### src/rtl/keyscan_pkg.sv
// rtl/keyscan_pkg.sv - shared state encoding and counter widths for the keypad encoder
package keyscan_pkg;

    typedef enum logic [1:0] {
        IDLE     = 2'd0,
        DB_PRESS = 2'd1,
        HELD     = 2'd2,
        DB_REL   = 2'd3
    } state_t;

    localparam int DCNT_W = 8;
    localparam int RCNT_W = 32;

endpackage

### src/rtl/keyscan_prienc.sv
// rtl/keyscan_prienc.sv - combinational highest-index key encoder with any/multi flags
module keyscan_prienc #(
    parameter int NKEYS = 20,
    localparam int CW = $clog2(NKEYS)
) (
    input  logic [NKEYS-1:0] vec,
    output logic [CW-1:0]    code,
    output logic             any,
    output logic             multi
);

    int unsigned nset;

    always_comb begin
        code = '0;
        nset = 0;
        for (int i = 0; i < NKEYS; i++) begin
            if (vec[i]) begin
                code = CW'(i);
                nset = nset + 1;
            end
        end
        any   = (nset != 0);
        multi = (nset > 1);
    end

endmodule

### src/rtl/keyscan_enc.sv
// rtl/keyscan_enc.sv - synchronise, debounce and priority-encode a key vector
// Emits registered press/repeat and release strobes.
module keyscan_enc
    import keyscan_pkg::*;
#(
    parameter int NKEYS         = 20,
    parameter int DEBOUNCE      = 2,
    parameter int REPEAT_DELAY  = 50_000_000,
    parameter int REPEAT_PERIOD = 10_000_000,
    localparam int CW = $clog2(NKEYS)
) (
    input  logic             clk,
    input  logic             rst_n,
    input  logic [NKEYS-1:0] in,
    input  logic             repeat_en,
    output logic             strobe,
    output logic             release_strobe,
    output logic [CW-1:0]    out,
    output logic             multi
);

    localparam logic [DCNT_W-1:0] DB_LIM = DCNT_W'(DEBOUNCE);
    localparam logic [RCNT_W-1:0] RDLY   = RCNT_W'(REPEAT_DELAY);
    localparam logic [RCNT_W-1:0] RPER   = RCNT_W'(REPEAT_PERIOD);

    logic [NKEYS-1:0]  sync1_q, sync2_q;
    state_t            state_q, state_d;
    logic [DCNT_W-1:0] dcnt_q, dcnt_d;
    logic [RCNT_W-1:0] rcnt_q, rcnt_d, rcnt_inc;
    logic              rep_first_q, rep_first_d;
    logic [CW-1:0]     cand_q, cand_d;
    logic              strobe_q, strobe_d;
    logic              rel_q, rel_d;
    logic [CW-1:0]     out_q, out_d;
    logic              multi_q, multi_d;

    logic [CW-1:0]     code_c;
    logic              any_c;
    logic              multi_c;

    keyscan_prienc #(.NKEYS(NKEYS)) u_prienc (
        .vec   (sync2_q),
        .code  (code_c),
        .any   (any_c),
        .multi (multi_c)
    );

    assign rcnt_inc = rcnt_q + RCNT_W'(1);

    always_comb begin
        state_d     = state_q;
        dcnt_d      = dcnt_q;
        rcnt_d      = rcnt_q;
        rep_first_d = rep_first_q;
        cand_d      = cand_q;
        strobe_d    = 1'b0;
        rel_d       = 1'b0;
        out_d       = out_q;
        multi_d     = multi_q;
        case (state_q)
            IDLE: begin
                if (any_c) begin
                    cand_d = code_c;
                    dcnt_d = DCNT_W'(1);
                    if (DEBOUNCE == 1) begin
                        state_d     = HELD;
                        strobe_d    = 1'b1;
                        out_d       = code_c;
                        multi_d     = multi_c;
                        rcnt_d      = '0;
                        rep_first_d = 1'b1;
                    end else begin
                        state_d = DB_PRESS;
                    end
                end
            end
            DB_PRESS: begin
                if (!any_c) begin
                    state_d = IDLE;
                end else if (code_c != cand_q) begin
                    cand_d = code_c;
                    dcnt_d = DCNT_W'(1);
                end else if (dcnt_q >= DB_LIM) begin
                    state_d     = HELD;
                    strobe_d    = 1'b1;
                    out_d       = cand_q;
                    multi_d     = multi_c;
                    rcnt_d      = '0;
                    rep_first_d = 1'b1;
                end else begin
                    dcnt_d = dcnt_q + DCNT_W'(1);
                end
            end
            HELD: begin
                // Key changes while held are ignored: only full release matters.
                if (!any_c) begin
                    if (DEBOUNCE == 1) begin
                        state_d = IDLE;
                        rel_d   = 1'b1;
                        rcnt_d  = '0;
                    end else begin
                        state_d = DB_REL;
                        dcnt_d  = DCNT_W'(1);
                    end
                end else if (repeat_en) begin
                    if (rcnt_inc == (rep_first_q ? RDLY : RPER)) begin
                        strobe_d    = 1'b1;
                        rcnt_d      = '0;
                        rep_first_d = 1'b0;
                    end else begin
                        rcnt_d = rcnt_inc;
                    end
                end else begin
                    rcnt_d = '0;
                end
            end
            DB_REL: begin
                if (any_c) begin
                    state_d = HELD;
                end else if (dcnt_q >= DB_LIM) begin
                    state_d = IDLE;
                    rel_d   = 1'b1;
                    rcnt_d  = '0;
                end else begin
                    dcnt_d = dcnt_q + DCNT_W'(1);
                end
            end
            default: state_d = IDLE;
        endcase
    end

    always_ff @(posedge clk or negedge rst_n) begin
        if (!rst_n) begin
            sync1_q     <= '0;
            sync2_q     <= '0;
            state_q     <= IDLE;
            dcnt_q      <= '0;
            rcnt_q      <= '0;
            rep_first_q <= 1'b1;
            cand_q      <= '0;
            strobe_q    <= 1'b0;
            rel_q       <= 1'b0;
            out_q       <= '0;
            multi_q     <= 1'b0;
        end else begin
            sync1_q     <= in;
            sync2_q     <= sync1_q;
            state_q     <= state_d;
            dcnt_q      <= dcnt_d;
            rcnt_q      <= rcnt_d;
            rep_first_q <= rep_first_d;
            cand_q      <= cand_d;
            strobe_q    <= strobe_d;
            rel_q       <= rel_d;
            out_q       <= out_d;
            multi_q     <= multi_d;
        end
    end

    assign strobe         = strobe_q;
    assign release_strobe = rel_q;
    assign out            = out_q;
    assign multi          = multi_q;

endmodule

### config.mk
export PLATFORM = sky130hd
export DESIGN_NAME = keyscan_enc
export DESIGN_NICKNAME = d
export VERILOG_FILES = /design/src/rtl/keyscan_pkg.sv /design/src/rtl/keyscan_prienc.sv /design/src/rtl/keyscan_enc.sv
export SDC_FILE = /design/constraint.sdc
export NUM_CORES = 1
export LEC_CHECK = 0
export BUFFER_PORTS_ARGS = -buffer_cell sky130_fd_sc_hd__buf_2
export CAP_MARGIN = 25
export CORE_MARGIN = 2
export CORE_UTILIZATION = 45
export DETAILED_ROUTE_END_ITERATION = 10
export PLACE_DENSITY_LB_ADDON = 0.25
export SETUP_SLACK_MARGIN = 0.2
export SLEW_MARGIN = 5
export SYNTH_ARGS = -nofsm -noshare
export SYNTH_HDL_FRONTEND = slang
export SYNTH_SLANG_ARGS = --single-unit
### constraint.sdc
create_clock -name clk -period 35.1 [get_ports clk]
set_clock_uncertainty 0.05 [all_clocks]
set_input_delay 0 -clock clk [delete_from_list [all_inputs] [get_ports clk]]
set_output_delay 0 -clock clk [all_outputs]
set_load 0.02 [all_outputs]
Word level (Yosys, flattened, before mapping)
Index checks and enable logic that the tools add are counted.
Operators by class
  mux-type cells: 83
  $lt $le $gt $ge: 2
  add/subtract/negate cells: 21
  equality and inequality tests: 18
  bitwise operators: 1
  reductions and logical operators: 11
Operators by type and width (count)
  2-to-1 mux 32 bit: 26
  adder 32 x 1 -> 32 bit (second input constant): 19
  one-hot mux 32 bit (3 select lines): 1
  2-to-1 mux 8 bit: 6
  2-to-1 mux 5 bit: 7
  == test 32 x 26 -> 1 bit: 1
  greater-than comparator 32 x 1 -> 1 bit (second input constant): 1
  2-to-1 mux 4 bit: 8
  one-hot mux 8 bit (4 select lines): 1
  nonzero test 32 bit: 1
  2-to-1 mux 26 bit: 1
  inequality test 2 bit (second input constant): 10
  2-to-1 mux 2 bit: 9
  2-to-1 mux 1 bit: 16
  2-to-1 mux 3 bit: 4
  AND reduction 4 bit: 3
  one-hot mux 5 bit (2 select lines): 1
  AND reduction 5 bit: 2
  inequality test 3 bit (second input constant): 3
  adder 8 x 1 -> 8 bit (second input constant): 1
  >= comparator 8 x 2 -> 1 bit (second input constant): 1
  one-hot mux 2 bit (4 select lines): 1
  AND reduction 7 bit: 1
  inequality test 5 bit: 1
  other kinds (8): 11
Storage, ports and cells
  flip-flop bits (word level): 96
  input bits: 23

Longest topological paths before layout
Gate-level depths: netlist of run 1.
  depth after elaboration: 42
  mapped depth: 70
  gate-level depth less buffers: 67

Hierarchy
Synthesis of run 1 repeated with hierarchy kept, for this count alone.
Unflattened totals
  cells, all modules: 885
  area, all modules: 7931.4 µm²
By module, submodules not included
  keyscan_enc: cells an instance 471, seq. area each 2403.6 µm², instances 1, area an instance 4759.6 µm²
  keyscan_prienc: cells an instance 414, seq. area each 0.0 µm², instances 1, area an instance 3171.8 µm²

Worst setup path after synthesis of run 1
OpenSTA, ideal clock, no wires.
  path type: register to register
  start: reg sync2_q[0]
  end: reg rcnt_q[24]
  slack: 22.762 ns
  library setup time: 0.121 ns
  arrival: 12.167 ns
  stages on the path, launching flop included: 69
  required time: 34.929 ns
  cell sequence: dfrtp_1 > inv_1 > ha_1 > xnor2_1 > inv_1 > ha_1 > nand2_1 > o31ai_1 > ha_1 > mux2_2 > ha_1 > nand2_1 > o41ai_2 > or2_2 > ha_1 > nand2b_1 > o31a_1 > ha_1 > [... 33 more ...] > ha_1 > a21oi_1 > o31ai_1 > ha_1 > mux2_2 > ha_1 > nand2_1 > or4b_1 > nand2_1 > and3_1 > and3b_1 > a21oi_1 > mux2i_1 > nand4_4 > buf_6 > buf_2 > buf_2 > a22o_1
On the way
  cells in the longest elaborated chain, start to end: 42
  elaborated cells between the ends (all ways): 44
  those cells by class: add/sub (19); eq/ne (3); mux (20); reduce/logical (2)
RTL lines
  start, declared: RTL line keyscan_enc.sv:26  | logic [NKEYS-1:0] sync1_q, sync2_q;
  start signal, assigned: RTL line keyscan_enc.sv:147  | sync2_q <= sync1_q;
  2-to-1 mux 1 bit *: RTL line keyscan_prienc.sv:18  | if (vec[i]) begin
  adder 1 x 1 -> 2 bit: RTL line keyscan_prienc.sv:20  | nset = nset + 1;
  2-to-1 mux 32 bit *: RTL line keyscan_prienc.sv:18
  adder 32 x 1 -> 32 bit: RTL line keyscan_prienc.sv:20
  2-to-1 mux 32 bit *: RTL line keyscan_prienc.sv:18
  adder 32 x 1 -> 32 bit: RTL line keyscan_prienc.sv:20
  2-to-1 mux 32 bit *: RTL line keyscan_prienc.sv:18
  adder 32 x 1 -> 32 bit: RTL line keyscan_prienc.sv:20
  [... 26 more ...]
  2-to-1 mux 32 bit *: RTL line keyscan_prienc.sv:18
  adder 32 x 1 -> 32 bit: RTL line keyscan_prienc.sv:20
  2-to-1 mux 32 bit *: RTL line keyscan_prienc.sv:18
  adder 32 x 1 -> 32 bit: RTL line keyscan_prienc.sv:20
  2-to-1 mux 32 bit *: RTL line keyscan_prienc.sv:18
  nonzero test 32 bit *: RTL line keyscan_prienc.sv:23  | any = (nset != 0);
  inequality test 2 bit (no source line)
  AND reduction 5 bit (no source line) *
  end signal, assigned: RTL line keyscan_enc.sv:150  | rcnt_q <= rcnt_d;
  end, declared: RTL line keyscan_enc.sv:29  | logic [RCNT_W-1:0] rcnt_q, rcnt_d, rcnt_inc;
Mark *: on every way between the ends. The rest lies on a longest branch, timed or not.
A chain may end at the register's enable or synchronous reset.

Worst setup path in the final report of run 1
  start: reg sync2_q[0]
  end: reg rcnt_q[0]
Same word-level chain as after synthesis.

==> results of run 1 <==
## cell families after synthesis
family,count (synthesis),share of synthesized area [%]
AND/OR/NAND/NOR,336,21.7
multiplexers,37,5.18
adder cells (fa/ha/maj),26,4.07
XOR/XNOR,90,14.1
flip-flops,96,30.1
buffers and inverters,86,4.40
AO/OA/AOI/OAI,229,20.4
## registers in the layout, indices dropped and copies added, names as in the netlist, 5 cells and up, named ones only
| register | count |
|---|---|
| rcnt_q | 32 |
| sync2_q | 20 |
| out | 5 |
| cand_q | 5 |
| dcnt_q | 8 |
| sync1_q | 20 |
## layout make-up
| type | instances | area, um2 |
|---|---|---|
| Clock buffer | 9 | 225 |
| Clock inverter | 7 | 97.6 |
| Fill cell | 1624 | 8480 |
| Inverter | 37 | 139 |
| Multi-Input combinational cell | 718 | 5240 |
| Sequential cell | 96 | 2400 |
| Tap cell | 225 | 282 |
| Timing Repair Buffer | 57 | 428 |
## path summary, 6_finish.rpt
check	from	end	slack, ns	cells past startpoint
worst max-delay path	sync2_q[0]$_DFF_PN0_	rcnt_q[0]$_DFFE_PN0P_	21.33	67
worst min-delay path	repeat_en	rcnt_q[30]$_DFFE_PN0P_	0.05	4
worst max register to register	sync2_q[0]$_DFF_PN0_	rcnt_q[0]$_DFFE_PN0P_	21.33	67
worst min register to register	sync1_q[2]$_DFF_PN0_	sync2_q[2]$_DFF_PN0_	0.29	0
max in group asynchronous	rst_n	sync2_q[15]$_DFF_PN0_	33.79	3
min in group asynchronous	rst_n	rcnt_q[6]$_DFFE_PN0P_	0.07	2
## metrics by stage
stage,power [mW],setup slack (ns)
2_1_floorplan,0.584,22.76
3_3_place_gp,0.665,21.09
3_5_place_dp,0.668,20.76
4_1_cts,0.779,20.75
5_1_grt,0.860,20.08
6_report,0.790,21.33
## synthesized netlist by cell type (all sizes together) (18+ instances only)
cell     n
nand2   96
dfrtp   95
nor2    73
xnor2   49
a21oi   37
nand3   37
o21ai   37
inv     36
clkbuf  31
a22o    27
o22ai   27
ha      26
xor2    25
mux2    22
nor3    21
buf     18
## tightest hold or removal path, delay by kind of cell
kind / cells / cell delay, ns
AO/OA/AOI/OAI: 2 / 0.20
buffers and inverters: 1 / 0.12
AND/OR/NAND/NOR: 1 / 0.08
## power by group
group	total, mW	internal (mW)	switching (mW)
logic	0.549	0.236	0.313
clock network	0.104	0.0577	0.0463
registers	0.137	0.124	0.0136
total	0.790	0.417	0.373
## routing by layer
layer / wire (um) / up-vias / track usage [%]
met4: 255 / 0 / 5.33
met2: 8220 / 108 / 31.9
met1: 8600 / 3092 / 28.9
met5: 0 / - / 0
met3: 510 / 16 / 1.99
li1: - / 3346 / -
==> summary.md, run 1 <==
| Metric | Value |
|---|---|
| Max incr delay on CP | `approximately 0.51 ns` |
| Cell taking the most area after synthesis | `dfrtp_1` |
| Relative slew slack | `between 40 and 50%` |
| Vias in the first global route | `~6200` |
| Crit path DAT | `13.96 ns` |
| Max frequency | `~0.073 GHz` |
| DP Cell Count | `between 1000 and 1500` |
| Largest net degree at the start of global routing | `66` |
| Design area | `slightly below 0.009 mm2` |
| Root buffer cell | `clkbuf_16` |
| Grt ovf | `0` |
| Final period util | `between 30% and 40%` |
| Crit path buf inv count | `6` |
| PD cells | `89.7 mW/mm2` |
| Worst path slowest cell | `or4b_1` |
| # nets final | `968` |
| Max FO, Critical Path | `61` |
| Post-CTS sizing | `0` |
| Wire per inst | `between 15 and 20 um` |
| TritonCTS clock tree | `yes` |
| Core area | `approximately 0.017 mm2` |
| Ys Warns | `0` |
| WP data required | `roughly 35 ns` |
| GPL Wtd Cong | `~0.9` |
| Final Hold Viols | `0` |
| GRT Total Usage | `between 10% and 20%` |
| Post-CTS Setup Inserts | `0` |
| Finished Layout Cells | `around 1100` |
| Startpoint type of the worst setup path | `flop` |
| Top_reg_cell synth | `dfrtp_1` |
| DRT Wirelength | `17600 um` |
| Cell count after synthesis | `900` |
| H-Tree Depth | `3` |
| Status | `complete, no violations` |
| Drt first pass iters | `5` |
| Number of synthesized flops with an enable pin | `0` |
| Syn Nets | `949` |
| Synthesized area | `around 0.008 mm2` |
| First-pass GRT wire length | `between 30000 and 40000 um` |
| Layout area overhead | `10.3%` |
| Drt first-iter violations | `just over 400` |
| Pin slew with the least headroom to its limit | `between 0.7 and 0.8 ns` |
| Clock transition at path regs | `~0.07 ns` |
| Crit-path most repeated cell | `ha_1` |
| Die height | `around 140 um` |
| I/O pin count | `31` |
| Commonest non-fill, non-tap cell in the layout | `nand2_1` |
| Leakage power | `around 3.8 nW` |
| Period minus WS final | `between 10 and 15 ns` |
| TNS Setup | `0 ns` |
| Commonest non-fill, non-tap cells in the layout | `nand2_1 (96), dfrtp_1 (95), nor2_1 (73), xnor2_1 (42)` |
| Clk buf depth | `2` |
| RSZ-0062 raised after global routing | `false` |
| Die area | `~0.019 mm2` |
| Pins Over Slew Limit | `0` |
| Die Wd | `137 um` |
| Ys async rst share | `between 90% and 100%` |
| DP Wirelength | `about 13000 um` |
| CP delay by family, top | `adder cells` |
| Synth top area share | `between 20% and 30%` |
| Hold WC Path Type | `in2reg` |
| Max rail drop VDD | `78.9 uV` |
| Max-cap violations | `0` |
| Setup Crit Path Kind | `reg2reg` |
| Via Count | `around 6600` |
| CTS buffer count | `9` |
| Top post-synthesis cells by area | `dfrtp_1 (30%), xnor2_1 (4.6%), nand2_1 (4.5%)` |
| # setup viols final | `0` |
| Share of post-route cells with drive strength above 1 | `about an eighth` |
| Sink Count | `96` |
| Synth cell types | `95` |
| Fin util | `roughly half` |
| Placed Instance Area | `0.00824 mm2` |
| Clock Latency Late Sink | `around 0.35 ns` |
| Port Buf Inserts | `30` |
| Sequential area share after synthesis | `between 30% and 40%` |
| Synthesis-stage register bit count | `96` |
| Num rows | `between 40 and 50` |
| Worst hold margin | `between 0.04 and 0.05 ns` |
| Syn avg cell area | `approximately 8.9 um2` |
| Number of diodes | `0` |
| Worst Setup End Kind | `flop` |
| Vias/cell | `5.71` |
| Detail Route Antenna Nets | `0` |
| Drc violations | `0` |
| Starting Density | `between 40% and 50%` |
| Initial antenna violation count | `0` |
| Hold Buf Count CTS | `21` |
No activity file was read; power rests on OpenSTA's default activity.
==> inputs of run 2 (changes only) <==
clock period = 14.3 ns   (was 35.1 ns; I/O delays follow)
==> run 2 against run 1 <==
Net effect:
- global-route usage shrank 0.26 points
- setup slack lost 20 ns
- flip-flop and latch count did not move
- sequential share of layout area down 0.13 points
- power grew 150%
- critical path depth down 1
- non-clock buffer count rose by 6
- routed wire length up 1.6%
- cell count grew 0.52%
- first-iteration DRC count down 7.4%
- fmax rose by 4.8%
- clock-buffer cell count grew 1
- critical endpoint is now rcnt_q[28]$_DFFE_PN0P_
==> summary.md, run 2 (same netlist as run 1, synthesis figures left out) <==
| Metric | Value |
|---|---|
| TNS Setup | `0 ns (unchanged)` |
| Core area | `0.0173 mm2 (unchanged)` |
| Hold WC Path Type | `in2reg` |
| Fill cells | `1614 (-0.62%)` |
| Max FO, Critical Path | `8 (-87%)` |
| Worst hold margin | `0.0392 ns (-0.0103 ns)` |
| Top reg by flops | `rcnt_q` |
| Detail Route Antenna Nets | `0 (unchanged)` |
| Root buffer cell | `clkbuf_16` |
| Status | `complete, no violations` |
| Sink Count | `96 (unchanged)` |
| Clk buf depth | `2 (unchanged)` |
| Multi-input logic area | `0.00528 mm2 (+0.76%)` |
| Num rows | `48 (unchanged)` |
| RSZ-0062 raised after global routing | `false` |
| Vias in the first global route | `6283 (+1.4%)` |
| WP data required | `14.48 ns (-20.81 ns)` |
| Commonest non-fill, non-tap cells in the layout | `nand2_1 (95), dfrtp_1 (95), nor2_1 (73), xnor2_1 (41), nand3_1 (36)` |
| Max reg flops | `32 (unchanged)` |
| Grt ovf | `0 (unchanged)` |
| Clock transition at path regs | `0.07 ns (about the same)` |
| Pre-CTS setup slack | `0.633 ns (-20.13 ns)` |
| DRT Wirelength | `17900 um (+1.6%)` |
| Max incr delay on CP | `0.51 ns (about the same)` |
| Placed Instance Area | `0.00826 mm2 (+0.18%)` |
| Pin slew with the least headroom to its limit | `0.786 ns (-0.0129 ns)` |
| Worst Slack Setup Final | `1.15 ns (-20.17 ns)` |
| PD cells | `219 mW/mm2 (+140%)` |
| Crit path buf inv count | `5 (-1)` |
| Drc violations | `0 (unchanged)` |
| Share of post-route cells with drive strength above 1 | `13.2% (+1.4 points)` |
| Vias/cell | `5.75 (+0.75%)` |
| Worst path slowest cell | `or4b_1` |
| Max-cap violations | `0 (unchanged)` |
| # nets final | `974 (+0.62%)` |
| Clock Latency Late Sink | `0.35 ns (about the same)` |
| CTS buffer count | `9 (unchanged)` |
| First-pass GRT wire length | `30200 um (-1.4%)` |
| Die height | `137 um (unchanged)` |
| Drt first pass iters | `7 (+2)` |
| Layout area overhead | `10.9%` |
| Leakage power | `3.83 nW (+0.40%)` |
| Startpoint type of the worst setup path | `flop` |
| Period minus WS final | `13.15 ns (-0.626 ns)` |
| Number of diodes | `0 (unchanged)` |
| Sequential cell area | `0.00240 mm2 (unchanged)` |
| Die Wd | `137 um (unchanged)` |
| H-Tree Depth | `3 (unchanged)` |
| Port Buf Inserts | `30 (unchanged)` |
| GRT Total Usage | `19.7% (-0.26 points)` |
| Crit-path most repeated cell | `ha_1` |
| # setup viols final | `0 (unchanged)` |
| GPL Wtd Cong | `0.878 (unchanged)` |
| Max rail drop VDD | `179 uV (+130%)` |
| Design area | `0.00885 mm2 (+0.48%)` |
| Initial antenna violation count | `0 (unchanged)` |
| Final Hold Viols | `0 (unchanged)` |
| Die area | `0.0188 mm2 (unchanged)` |
| Worst Setup End Kind | `flop` |
| Pins Over Slew Limit | `0 (unchanged)` |
| Drt first-iter violations | `374 (-7.4%)` |
| Wire per inst | `15.5 um (+1.1%)` |
| I/O pin count | `31 (unchanged)` |
| Starting Density | `46.2% (unchanged)` |
| Via Count | `6646 (+1.3%)` |
| Total power | `1.94 mW (+150%)` |
| Relative slew slack | `47.6% (+0.86 points)` |
| TritonCTS clock tree | `yes` |
| Final period util | `91.9% (+53 points)` |
| Setup Crit Path Kind | `reg2reg` |
| DP Wirelength | `12900 um (+2.0%)` |
| Crit path DAT | `13.33 ns (-0.63 ns)` |
| Max frequency | `0.0761 GHz (+4.8%)` |
| Top Registers | `rcnt_q: 32 flops, sync1_q: 20 flops, sync2_q: 20 flops` |
| CP delay by family, top | `adder cells` |
| Largest net degree at the start of global routing | `53 (-20%)` |
[run 2: changes by cell type in the layout (fill, tap and decap cells not counted), sizes merged]
cell	before	now
buf	36	42
bufinv	1	0
clkbuf	9	10
[run 2: cell type report]
cell class | instances | share of cell area, %
flip-flops and latches | 96 | 27.1
repair buffers | 63 | 5.16
well taps | 225 | 3.18
clock inverters | 6 | 0.650
inverters | 37 | 1.57
clock buffers | 10 | 2.70
multi-input cells | 718 | 59.6
[run 2: what timing repair did]
action / CTS / global route
endpoints found under the setup margin: 0 / 56
hold buffers: 21 / 0
setup buffers: 0 / 6
gates resized for setup: 0 / 10
endpoints found under the hold margin: 68 / 0
[run 2: where the power goes]
part / switching (mW) / total (mW) / leakage, nW / internal [mW]
clock network: 0.112 / 0.239 / 0.147 / 0.127
logic: 0.769 / 1.36 / 2.47 / 0.593
registers: 0.0340 / 0.337 / 1.21 / 0.303
[run 2: worst paths after layout]
check,start,endpoint,slack [ns],cells past startpoint
worst min register to register,sync1_q[7]$_DFF_PN0_,sync2_q[7]$_DFF_PN0_,0.30,0
worst min-delay path,repeat_en,rcnt_q[30]$_DFFE_PN0P_,0.04,4
min in group asynchronous,rst_n,rcnt_q[6]$_DFFE_PN0P_,0.16,2
worst max register to register,sync2_q[1]$_DFF_PN0_,rcnt_q[28]$_DFFE_PN0P_,1.15,66
max in group asynchronous,rst_n,cand_q[3]$_DFFE_PN0P_,13.03,3
worst max-delay path,sync2_q[1]$_DFF_PN0_,rcnt_q[28]$_DFFE_PN0P_,1.15,66
[run 2: worst reg2reg max path: cells and delay by family, from the launching register on]
kind	cells	cell delay [ns]
AOI/OAI and AO/OA	18	2.36
adders and majority gates	17	4.92
DFF	1	0.38
and+or+nand+nor	19	2.83
buffers and inverters	5	0.44
muxes	6	1.89
xor gates and xnor gates	1	0.16
[run 2: through the flow]
step	cells	util [%]
after floorplan	900	-
after CTS	1149	50.7
final	1155	51.2
after detailed placement	1112	47.8
after global routing	1155	51.2
after global placement	1112	47.8
[run 2: layer usage]
metal	part of all wire, %	GRT usage, %	up-vias
met5	0	0	-
met4	1.5	4.87	0
met3	2.1	3.09	17
met2	49	33.5	60
met1	47	26.2	3220
li1	-	-	3349
==> inputs of run 3 (changes only) <==
CTS_BUF_LIST = sky130_fd_sc_hd__clkbuf_8   (was not set)
SYNTH_HIERARCHICAL = 1   (was not set)
==> run 3 against run 2 <==
Net effect:
- power increased by 4.8%
- die area shrank 0.68%
- register-to-register slack worse by 0.47 ns
- sequential power rose by 2%
- clock power is 25% lower
- critical path type unchanged
- first-iteration DRC count is 0.80% lower
==> summary.md, run 3 <==
| Metric | Value |
|---|---|
| Cell taking the most area after synthesis | `dfrtp_1` |
| Multi-input logic area | `0.00536 mm2 (+1.5%)` |
| Commonest non-fill, non-tap cells in the layout | `dfrtp_1 (95), nand2_1 (93), nor2_1 (49), a21oi_1 (41), xnor2_1 (35)` |
| Pins Over Slew Limit | `0 (unchanged)` |
| Worst hold margin | `0.0735 ns (+0.0343 ns)` |
| Starting Density | `46.0% (-0.17 points)` |
| P_int | `1.07 mW (+4.1%)` |
| Number of synthesized flops with an enable pin | `0 (unchanged)` |
| Max FO, Critical Path | `12 (+4)` |
| Clk buf depth | `2 (unchanged)` |
| Port Buf Inserts | `30 (unchanged)` |
| Drt first pass iters | `5 (-2)` |
| R2r setup slk | `0.69 ns (-0.47 ns)` |
| Worst Setup End Kind | `flop` |
| CP delay by family, top | `adder cells` |
| Reg2reg end | `rcnt_q[22]$_DFFE_PN0P_` |
| TNS Setup | `0 ns (unchanged)` |
| Relative slew slack | `41.1% (-6.5 points)` |
| Period minus WS final | `13.61 ns (+0.468 ns)` |
| Wire per inst | `16.3 um (+5.2%)` |
| Largest net degree at the start of global routing | `53 (unchanged)` |
| CP Depth | `69 (+4.5%)` |
| RSZ-0062 raised after global routing | `false` |
| Fill cells | `1608 (-0.37%)` |
| Die area | `0.0187 mm2 (-0.68%)` |
| Max rail drop VDD | `112 uV (-38%)` |
| Drt first-iter violations | `371 (-0.80%)` |
| Synthesized area | `0.00793 mm2 (-0.70%)` |
| Layout area overhead | `12.2%` |
| Die height | `137 um (-0.34%)` |
| Max incr delay on CP | `0.64 ns (+0.13 ns)` |
| # setup viols final | `0 (unchanged)` |
| Top_reg_cell synth | `dfrtp_1` |
| Clock transition at path regs | `0.11 ns (+0.04 ns)` |
| Most frequent cell after synthesis | `nand2_1` |
| GPL Wtd Cong | `0.869 (-0.97%)` |
| H-Tree Depth | `3 (unchanged)` |
| Syn Nets | `935 (-1.5%)` |
| Root buffer cell | `clkbuf_8` |
| Startpoint type of the worst setup path | `flop` |
| Clock share of power | `8.9% (-3.4 points)` |
| Final Hold Viols | `0 (unchanged)` |
| Crit path buf inv count | `6 (+1)` |
| Grt ovf | `0 (unchanged)` |
| Gate power share | `74.1% (+3.8 points)` |
| Max reg flops | `32 (unchanged)` |
| Cell count after synthesis | `885 (-1.7%)` |
| Design area | `0.00890 mm2 (+0.52%)` |
| Sequential cell area | `0.00240 mm2 (unchanged)` |
| Crit path DAT | `13.89 ns (+0.56 ns)` |
| Reg2reg start | `sync2_q[3]$_DFF_PN0_` |
| Worst Slack Setup Final | `0.686 ns (-0.468 ns)` |
| Sequential Power Share | `17.0% (-0.4 points)` |
| Num rows | `48 (unchanged)` |
| Leakage power | `3.61 nW (-5.7%)` |
| Top reg by flops | `rcnt_q` |
| Sw Share | `47.5% (+0.31 points)` |
| Ys Warns | `6 (+6)` |
| Pre-CTS setup slack | `0.101 ns (-0.532 ns)` |
| Final period util | `95.2% (+3.3 points)` |
| Worst setup startpoint | `sync2_q[3]$_DFF_PN0_` |
| I/O pin count | `31 (unchanged)` |
| PD cells | `228 mW/mm2 (+4.2%)` |
| Placed Instance Area | `0.00815 mm2 (-1.3%)` |
| Worst path slowest cell | `dfrtp_1` |
| Core area | `0.0172 mm2 (-0.35%)` |
| Synth cell types | `89 (-6.3%)` |
| Sw Pwr | `0.964 mW (+5.5%)` |
| CTS buffer count | `9 (unchanged)` |
| Initial antenna violation count | `0 (unchanged)` |
| Clock Latency Late Sink | `0.39 ns (+0.04 ns)` |
| Pin slew with the least headroom to its limit | `0.873 ns (+0.0866 ns)` |
| Vias in the first global route | `6311 (+0.45%)` |
| Syn avg cell area | `8.96 um2 (+0.98%)` |
| Synthesis-stage register bit count | `96 (unchanged)` |
| # nets final | `965 (-0.92%)` |
| Top Registers | `rcnt_q: 32 flops, sync1_q: 20 flops, sync2_q: 20 flops` |
| Commonest cells post-synth | `nand2_1 (97), dfrtp_1 (95), nor2_1 (51)` |
| Share of post-route cells with drive strength above 1 | `19.5% (+6.2 points)` |
| DRT Wirelength | `18600 um (+4.3%)` |
| Commonest non-fill, non-tap cell in the layout | `dfrtp_1` |
| DP Wirelength | `13100 um (+1.6%)` |
| Fin util | `51.6% (+0.45 points)` |
| Detail Route Antenna Nets | `0 (unchanged)` |
| FF-to-FF path depth | `69 (+4.5%)` |
| Sequential area share after synthesis | `30.3% (+0.21 points)` |
| Vias/cell | `5.84 (+1.5%)` |
| Crit-path most repeated cell | `ha_1` |
| Number of diodes | `0 (unchanged)` |
| Ys async rst share | `100% (unchanged)` |
| Die Wd | `137 um (-0.34%)` |
| Max frequency | `0.0735 GHz (-3.4%)` |
| Setup Crit Path Kind | `reg2reg` |
| GRT Total Usage | `20.3% (+0.59 points)` |
| Hold WC Path Type | `in2async` |
| Synth top area share | `30.0% (+0.21 points)` |
| Via Count | `6685 (+0.59%)` |
| First-pass GRT wire length | `30600 um (+1.1%)` |
| Max-cap violations | `0 (unchanged)` |
| Top post-synthesis cells by area | `dfrtp_1 (30%), nand2_1 (4.6%), ha_1 (4.3%)` |
| Sink Count | `96 (unchanged)` |
| WP data required | `14.58 ns (+0.10 ns)` |
| Critical Path End | `rcnt_q[22]$_DFFE_PN0P_` |
| Drc violations | `0 (unchanged)` |
| Status | `complete, no violations` |
| TritonCTS clock tree | `yes` |
==> run 3: logic make-up (layout without fill, tap and decap cells) <==
kind of cell / after synthesis / after routing / synth area share [%]
xor gates and xnor gates: 82 / 82 / 13.1
and+or+nand+nor: 364 / 365 / 24.6
DFF: 96 / 96 / 30.3
buffers and inverters: 85 / 119 / 4.89
adders and majority gates: 28 / 28 / 4.39
AOI/OAI and AO/OA: 197 / 197 / 18.1
muxes: 33 / 33 / 4.61
==> run 3: routing by layer <==
layer	wire (um)	track usage, %	up-vias
met3	497	3.00	35
met2	9240	34.1	123
met5	0	0	-
met1	8440	26.7	3227
met4	437	6.83	0
li1	-	-	3300
==> run 3: final cells by class <==
cell class / instances / share of cell area [%]
clock inverters: 6 / 0.633
clock buffers: 10 / 1.55
well taps: 225 / 3.16
flip-flops and latches: 96 / 27.0
inverters: 36 / 1.52
multi-input cells: 705 / 60.2
repair buffers: 67 / 5.93
==> run 3: per-stage QoR <==
stage          power, mW  std cells
4_1_cts             1.86       1133
3_3_place_gp        1.64       1096
5_1_grt             2.20       1145
3_5_place_dp        1.66       1096
6_report            2.03       1145
2_1_floorplan       1.44        885
==> run 3: power groups by stage <==
stage                     combinational [mW]  clock [mW]  sequential, mW
final                                   1.50       0.180           0.345
after detailed placement                1.31           0           0.349
after CTS                               1.33       0.187           0.343
after global routing                    1.66       0.197           0.351
after floorplan                         1.10           0           0.338
after global placement                  1.30           0           0.347
==> run 3: worst min path at each step <==
stage	endpoint	startpoint	slack, ns	cells after the start
final	rcnt_q[0]$_DFFE_PN0P_	rst_n	0.07	2
after floorplan	asynchronous set/reset pin	rst_n	-0.35	0
after global routing	rcnt_q[2]$_DFFE_PN0P_	rst_n	0.13	2
after CTS	rcnt_q[16]$_DFFE_PN0P_	repeat_en	0.08	4
after detailed placement	rcnt_q[2]$_DFFE_PN0P_	rst_n	-0.02	1
after global placement	rcnt_q[2]$_DFFE_PN0P_	rst_n	-0.03	1
==> run 3: timing repair <==
| item | CTS | global route |
|---|---|---|
| setup endpoints to repair | 24 | 56 |
| hold buffers | 21 | 0 |
| endpoints found under the hold margin | 64 | 0 |
| gates cloned | 0 | 2 |
| pin swaps | 3 | 17 |
| buffers inserted | 0 | 10 |
| gates resized for setup | 4 | 48 |
